### config.mk
export PLATFORM = sky130hd
export DESIGN_NAME = cpu_oam_dma
export DESIGN_NICKNAME = d
export VERILOG_FILES = /design/src/rtl/nes_cpu_pkg.sv /design/src/rtl/cpu_oam_dma.sv
export SDC_FILE = /design/constraint.sdc
export NUM_CORES = 1
export LEC_CHECK = 0
export CAP_MARGIN = 20
export CORE_MARGIN = 5
export CORE_UTILIZATION = 42
export CTS_CLUSTER_DIAMETER = 120
export DETAILED_ROUTE_END_ITERATION = 8
export GPL_TIMING_DRIVEN = 0
export PLACE_DENSITY = 0.77
export SLEW_MARGIN = 20
export SYNTH_ARGS = -nofsm -noshare
export SYNTH_HDL_FRONTEND = slang
export SYNTH_SLANG_ARGS = --single-unit
### constraint.sdc
create_clock -name CU_phi2 -period 2 [get_ports CU_phi2]
set_input_delay 0.2 -clock CU_phi2 [delete_from_list [all_inputs] [get_ports CU_phi2]]
set_output_delay 0.2 -clock CU_phi2 [all_outputs]
set_load 0.02 [all_outputs]
### src/rtl/nes_cpu_pkg.sv
// Shared CPU-side types and constants for the CU FSM and its DMA requester.
// Latency: none (declarations only).
// Backpressure: none.
package nes_cpu_pkg;

    typedef enum logic [1:0] {
        DMA_IDLE = 2'd0,
        DMA_PEND = 2'd1,
        DMA_XFER = 2'd2
    } dma_state_t;

    localparam logic [15:0] OAM_TRIG_ADDR = 16'h4014;
    localparam logic [15:0] OAMDATA_ADDR  = 16'h2004;

    // CU FSM state codes that the CU decodes into dma_st0 / dma_st1.
    localparam logic [4:0] CU_ST_DMA0 = 5'h18;
    localparam logic [4:0] CU_ST_DMA1 = 5'h19;

    function automatic logic is_dma_state(input logic [4:0] st);
        return (st == CU_ST_DMA0) || (st == CU_ST_DMA1);
    endfunction

endpackage

### src/rtl/cpu_oam_dma.sv
// OAM DMA requester: latches the $4014 page, requests the CU, drives 256 read/write pairs.
// Latency: request one phi2 edge after the trigger write; 512 DMA cycles per transfer.
// Backpressure: advances only on CU-decoded DMA0/DMA1 cycles; idles otherwise.
module cpu_oam_dma #(
    parameter logic [15:0] TRIG_ADDR    = 16'h4014,
    parameter logic [15:0] OAMDATA_ADDR = 16'h2004
) (
    input  logic        CU_phi2,
    input  logic        CU_bRST,
    input  logic [15:0] cpu_addr,
    input  logic [7:0]  cpu_wdata,
    input  logic        cpu_we,
    input  logic [7:0]  bus_rdata,
    input  logic        dma_st0,
    input  logic        dma_st1,
    output logic        dma_bflg,
    output logic [7:0]  dma_by,
    output logic        dma_bus_en,
    output logic [15:0] dma_addr,
    output logic [7:0]  dma_wdata,
    output logic        dma_rw
);
    import nes_cpu_pkg::*;

    dma_state_t  state_q;
    logic [7:0]  page_q;
    logic [7:0]  idx_q;
    logic [7:0]  idx_d;
    logic [7:0]  latch_q;
    logic        bflg_q;

    logic        trig;
    logic        rd_cyc;
    logic        wr_cyc;
    logic        active;

    assign trig   = cpu_we && (cpu_addr == TRIG_ADDR);
    // Both strobes high is a CU protocol error; treat it as neither.
    assign rd_cyc = dma_st0 && !dma_st1;
    assign wr_cyc = dma_st1 && !dma_st0;
    assign active = (state_q == DMA_PEND) || (state_q == DMA_XFER);
    assign idx_d  = idx_q + 8'd1;

    always_ff @(posedge CU_phi2 or negedge CU_bRST) begin
        if (!CU_bRST) begin
            state_q <= DMA_IDLE;
            page_q  <= 8'h00;
            idx_q   <= 8'h00;
            latch_q <= 8'h00;
            bflg_q  <= 1'b1;
        end else begin
            case (state_q)
                DMA_IDLE: begin
                    if (trig) begin
                        state_q <= DMA_PEND;
                        page_q  <= cpu_wdata;
                        idx_q   <= 8'h00;
                        bflg_q  <= 1'b0;
                    end
                end
                DMA_PEND: begin
                    // The first DMA0 is byte 0's read; a DMA1 here is ignored.
                    if (rd_cyc) begin
                        state_q <= DMA_XFER;
                        latch_q <= bus_rdata;
                    end
                end
                DMA_XFER: begin
                    if (rd_cyc) begin
                        latch_q <= bus_rdata;
                    end else if (wr_cyc) begin
                        idx_q <= idx_d;
                        // CU leaves DMA1 on this same edge, so drop the request now.
                        if (idx_q == 8'hFF) begin
                            state_q <= DMA_IDLE;
                            bflg_q  <= 1'b1;
                        end
                    end
                end
                default: begin
                    state_q <= DMA_IDLE;
                    bflg_q  <= 1'b1;
                end
            endcase
        end
    end

    assign dma_bflg = bflg_q;
    assign dma_by   = 8'hFF - idx_q;

    always_comb begin
        dma_bus_en = 1'b0;
        dma_addr   = 16'h0000;
        dma_wdata  = 8'h00;
        dma_rw     = 1'b1;
        if (active) begin
            if (rd_cyc) begin
                dma_bus_en = 1'b1;
                dma_addr   = {page_q, idx_q};
                dma_rw     = 1'b1;
            end else if (wr_cyc) begin
                dma_bus_en = 1'b1;
                dma_addr   = OAMDATA_ADDR;
                dma_rw     = 1'b0;
                dma_wdata  = latch_q;
            end
        end
    end

endmodule

==> results of run 1 <==
through the flow:
step	setup WS, ps	instances	area (um^2)	hold WS (ps)
CTS	0.8575	277	2496	477.2
finish	52.08	278	2445	458.9
global placement	-431.8	271	2395	461.0
global route	-8.009	278	2445	508.6
floorplan	341.3	152	1624	-95.59
detailed placement	-495.0	271	2390	244.5
cell usage in the layout, fill, tap and decap left out, drive strengths merged, types with 4 or more instances in the layout:
cell type      count
dlygate4sd2       12
nor4b              5
dfrtp             26
a211o              5
mux2              16
nand2              9
clkdlybuf4s50     44
inv               14
and3              21
clkbuf             9
nor4               4
nor2               8
buf               17
ha                 6
logic make-up (layout without fill, tap and decap cells):
group / Yosys count / after routing
compound gates: 21 / 21
buf+inv: 21 / 99
simple gates: 61 / 61
fa+ha+maj: 6 / 6
flops: 27 / 27
mux: 16 / 16
sequential cells by signal, indices dropped and copies added (netlist names):
signal    cells
dma_bflg      1
idx_q         8
latch_q       8
page_q        8
state_q       2
worst reg2reg max path: stages (launching register included):
cell and delay (ps):
dfrtp_1 390, inv_1 130, ha_1 380, clkbuf_1 370, nand3_1 120, o22ai_1 170, a21o_1 100
cell type report:
class                      instances  area [um^2]  share of cell area (%)
buffer                             6        51.30                   2.098
timing repair buffer              75        658.1                   26.92
multi-input combinational        104        899.6                   36.80
inverter                          14        52.55                   2.149
clock inverter                     1        5.005                  0.2047
tap                               48        60.06                   2.457
sequential                        27        676.9                   27.69
clock buffer                       3        41.29                   1.689
worst min-delay path by stage:
stage	cells after the start	end	slack, ps	startpoint
after floorplan	0	idx_q[0]	-100	CU_bRST
after CTS	2	idx_q[6]	480	CU_bRST
final	2	idx_q[6]	460	CU_bRST
after detailed placement	1	idx_q[7]	240	CU_bRST
after global routing	1	page_q[2]	510	page_q[2]
after global placement	1	page_q[7]	460	page_q[7]
synthesized netlist by cell type (all sizes together):
library cell  count
and4              1
nor3b             1
o22a              2
and3             21
o21bai            1
a21o              1
nand3             3
buf               2
dfstp             1
o21ai             3
or3               1
nor4b             5
clkbuf            5
or2               2
o41ai             1
o31ai             2
o22ai             1
nor2              8
nand4             1
ha                6
nand3b            1
mux2             16
a211o             5
nand4bb           1
dfrtp            26
nor2b             2
inv              14
a21boi            3
nand2b            1
nand2             9
nor4              4
a22o              2
power breakdown:
group / leakage, nW / total (mW) / switching [mW] / internal (mW)
registers: 0.356 / 0.720 / 0.0673 / 0.653
logic: 0.852 / 0.777 / 0.381 / 0.396
clock network: 0.0255 / 0.320 / 0.180 / 0.140
total: 1.23 / 1.82 / 0.628 / 1.19
routing by layer:
| metal | vias up | wire length, um | global-route usage [%] |
|---|---|---|---|
| li1 | 700 | - | - |
| met1 | 689 | 1761 | 19.76 |
| met2 | 49 | 2179 | 30.03 |
| met3 | 5 | 376 | 5.679 |
| met4 | 0 | 68 | 6.889 |
| met5 | - | 0 | 0 |
repair_timing:
item / 4_1_cts / 5_1_grt
endpoints found under the hold margin: 26 / 0
gates resized for setup: 60 / 22
cloned: 0 / 0
hold buffers: 1 / 0
setup buffers: 2 / 1
setup endpoints to repair: 26 / 19
==> flow_summary.yaml, run 1 <==
setup_path:
  r2r-start: "state_q[0]"
  worstReg2RegEnd: "idx_q[5]"
  path_delay_family: "buffers and inverters"
  crit_path_top_delay_cell: "clkdlybuf4s50_1"
  worstPathArrival_ps: 1750
  path_class: "in -> out"
  cp-endpoint: "dma_wdata[0]"
  critical_path_required_ps: 1800
  cp-startpoint: "dma_st0"
  worst-path-max-fanout: 6
  cp-end-kind: "output port"
  critPathLaunchType: "input pin"
  cp_num_buf_inv: 3
  crit_chain: "clkdlybuf4s50_1, inv_1, ha_2, nor2b_4, and3_1, dlygate4sd2_1"
  cp.depth: 6
  reg2reg_depth: 6
  r2r_slack_ps: 280
  cp_slowest_stage_delay_ps: 470
sta:
  max-slew-margin-rel_pct: 58.65
  setup_viol: 0
  clock_skew_ps: 2.796
  timing_hold_violations_final: 0
  setup_tns_ps: 0
  finalMaxSlewViolations: 0
  fin_crit_sh_pct: 97.40
  period_needed_ps: 1948
  fmax_mhz: 513.4
  tightest_slew_ps: 620.2
route:
  drt_iter0_markers: 60
  antenna_left: 0
  vias: 1443
  drtPass1Iterations: 4
  wl_per_cell_um: 15.78
  route.detailed.drc: 0
  vias_per_cell: 5.191
  wl_um: 4386
synth:
  synthAdderAreaFrac_pct: 4.622
  ys_ff_latch: 27
  synth_top_area_share_pct: 40.06
  ys_warn_count: 0
  synth_compound_area_share_pct: 11.33
  ys_seq_area_share_pct: 41.68
  netlist_area_um2: 1624
  synth_top_family_by_area: "simple AND/OR/NAND/NOR gates"
  synth_mux_area_share_pct: 11.09
  ys_top_cells_by_area: "dfrtp_1 (40%), mux2_2 (8.3%), and3_1 (8.1%), ha_1 (4.6%), nor4b_2 (4.6%)"
  post-synth-top-area-cell: "dfrtp_1"
  synthCells: 152
  synthSimpleGateAreaFrac_pct: 25.73
  syn_nets: 195
  synthXorXnorAreaFrac_pct: 0
  syn-mean-instance-area_um2: 10.68
  yosysUniqueCellTypes: 39
cells_and_area:
  drive_above_1_share_pct: 25.65
  antennaDiodeCount: 0
  nNetsFinal: 274
  utilization_pct: 65.79
  fillCellCount: 314
  areaGrowthSynthToFinish_pct: 50.54
global_routing:
  gr-total-overflow: 0
  grt_pass1_wl_um: 7093
  grt_max_degree: 28
  first_global_vias: 1549
  track_usage_pct: 17.40
  antenna_found_initial: 0
clock_tree:
  cts.htree.levels: 1
  cts_tree: "done"
  cts_buffers: 3
  cts-root-buf: "clkbuf_8"
  cts.path.max_buffers: 2
  cts_sinks: 27
  insertion_delay_ps: 280
  path_clk_slew_ps: 90
pwr:
  peakVddDrop_uv: 415.9
  power_mw: 1.817
  powerDensity_nw_per_um2: 743.2
  p_leak_nw: 1.234
die:
  core_area_um2: 3716
  die_area_um2: 5211
  start_util_pct: 43.70
  chipHeight_um: 72.19
  pin_count: 72
  num_rows: 22
  die-width_um: 72.19
place:
  dp_hpwl_um: 3385
  numPortBuffers: 71
  gp_congestion: 0.7436
min_path:
  min_path_type: "in -> async"
flow_run:
  max_cap_viol_count: 0
status:
  outcome: "finished clean"
No activity file was read; power rests on OpenSTA's default activity.
==> run 2, diff against run 1 <==
Settings changed: CORE_MARGIN 5 to 4, CORE_UTILIZATION 42 to 45, PLACE_DENSITY 0.77 to 0.82.
Clock period 2 ns to 2.51 ns, I/O delays scaled along.
==> run 2 against run 1 <==
Design area shrank 0.36%. Non-clock buffer count shrank 3. Via count shrank 1.1%. Largest cell class unchanged. Critical path type unchanged. Global-route usage grew 1.7 points. Flip-flop and latch count is the same. Core utilization grew 5.5 points. Power shrank 26%. Register-to-register slack gained 480 ps. Die area shrank 11%.
==> flow_summary.yaml, run 2 (same netlist as run 1, synthesis figures left out) <==
global_routing:
  grt_pass1_wl_um: 6706
  grt_max_degree: 28
  antenna_found_initial: 0
  first_global_vias: 1501
  gr-total-overflow: 0
  track_usage_pct: 19.11
route:
  route.detailed.drc: 0
  wl_met1_um: 1657
  drtPass1Iterations: 4
  drt_iter0_markers: 92
  dr_wl_met3_um: 319
  met2_length_um: 2172
  antenna_left: 0
  wl_um: 4173
  vias: 1427
  top_layer_used: "met4"
  wl_per_cell_um: 15.29
  vias_per_cell: 5.227
clock_tree:
  path_clk_slew_ps: 160
  cts_sinks: 27
  cts_buffers: 3
  insertion_delay_ps: 330
  cts-root-buf: "clkbuf_4"
  cts_tree: "done"
  cts.htree.levels: 1
  cts.path.max_buffers: 2
pwr:
  powerDensity_nw_per_um2: 549.6
  p_leak_nw: 1.231
  p_sw_share_pct: 35.72
  p_switching_mw: 0.4782
  pwr-share-seq_pct: 42.8
  intPower_mw: 0.8607
  p_comb_share_pct: 42.7
  peakVddDrop_uv: 405.9
  p_clk_share_pct: 14.4
setup_path:
  cp-end-kind: "output port"
  worstPathArrival_ps: 2130
  worst-path-max-fanout: 15
  critical_path_required_ps: 2260
  path_class: "in -> out"
  critPathLaunchType: "input pin"
sta:
  max-slew-margin-rel_pct: 58.14
  setup_tns_ps: 0
  clock_skew_ps: 17.46
  tightest_slew_ps: 627.9
  fmax_mhz: 419.2
  rsz0062_at_grt: "true"
  timing_hold_violations_final: 0
  setup_viol: 0
  fin_crit_sh_pct: 95.03
  finalMaxSlewViolations: 0
  period_needed_ps: 2385
cells_and_area:
  utilization_pct: 71.32
  area.sequential_um2: 676.9
  fillCellCount: 262
  stdcell_count: 273
  antennaDiodeCount: 0
  largestRegisters: "idx_q: 8 flops, latch_q: 8 flops, page_q: 8 flops"
  multiInputGateArea_um2: 867.1
  final_cell_mix: "clkdlybuf4s50_1 (56), dfrtp_1 (26), and3_1 (21), inv_1 (12), mux2_2 (12)"
  drive_above_1_share_pct: 17.62
  areaGrowthSynthToFinish_pct: 50.00
  final_common_cell: "clkdlybuf4s50_1"
  nNetsFinal: 271
min_path:
  min_path_type: "in -> async"
die:
  num_rows: 21
  start_util_pct: 47.55
  die-width_um: 68.08
  die_area_um2: 4634
  core_area_um2: 3416
  pin_count: 72
  chipHeight_um: 68.08
place:
  placed_cells: 269
  gp_congestion: 0.7652
  dp_hpwl_um: 3288
  numPortBuffers: 71
status:
  outcome: "finished clean"
flow_run:
  max_cap_viol_count: 0
run 2: worst paths after layout:
kind / depth (start not counted) / from / endpoint / slack, ps
max reg2reg: 6 / idx_q[0] / dma_bflg / 760
min reg2reg: 1 / page_q[2] / page_q[2] / 500
min in group CU_phi2: 1 / page_q[2] / page_q[2] / 500
max: 5 / dma_st0 / dma_addr[0] / 120
min: 2 / CU_bRST / idx_q[1] / 460
max in group asynchronous: 2 / CU_bRST / page_q[6] / 1630
run 2: stage by stage:
stage          cell area [um^2]  setup slack, ps  power, mW  hold slack (ps)
2_1_floorplan              1624            800.3     0.9338           -44.59
3_3_place_gp               2392           -37.89      1.129            460.4
3_5_place_dp               2387           -91.09      1.158            303.4
4_1_cts                    2416            15.45      1.348            470.7
5_1_grt                    2436           -8.707      1.429            488.2
6_report                   2436            124.7      1.339            460.2
run 2: power groups by stage:
stage	logic, mW	clock network (mW)	registers (mW)
floorplan	0.368	0	0.566
global placement	0.555	0	0.574
detailed placement	0.576	0	0.582
CTS	0.577	0.199	0.572
global route	0.620	0.224	0.584
finish	0.572	0.193	0.574
run 2: cell type report:
cell class              instances  share of cell area, %
well taps                      46                  2.363
multi-input cells             104                  35.59
clock inverters                 1                 0.2054
plain buffers                   6                  1.541
repair buffers                 72                  29.43
clock buffers                   3                 0.9245
inverters                      14                  2.157
flip-flops and latches         27                  27.79
run 2: layer usage:
layer	up-vias	track usage, %
li1	694	-
met1	688	21.97
met2	43	34.18
met3	2	6.732
met4	0	3.722
met5	-	0
run 2: timing repair:
| item | CTS | global route |
|---|---|---|
| buffers inserted | 0 | 0 |
| resized for setup | 13 | 7 |
| hold buffers | 1 | 0 |
| endpoints found under the setup margin | 19 | 10 |
| hold endpoints to repair | 26 | 0 |
| pin swaps | 0 | 0 |
run 2: critical path: stages:
cell and delay [ps]:
clkdlybuf4s50_1 500, ha_1 330, nand2_2 270, nor2_1 160, clkdlybuf4s50_1 620
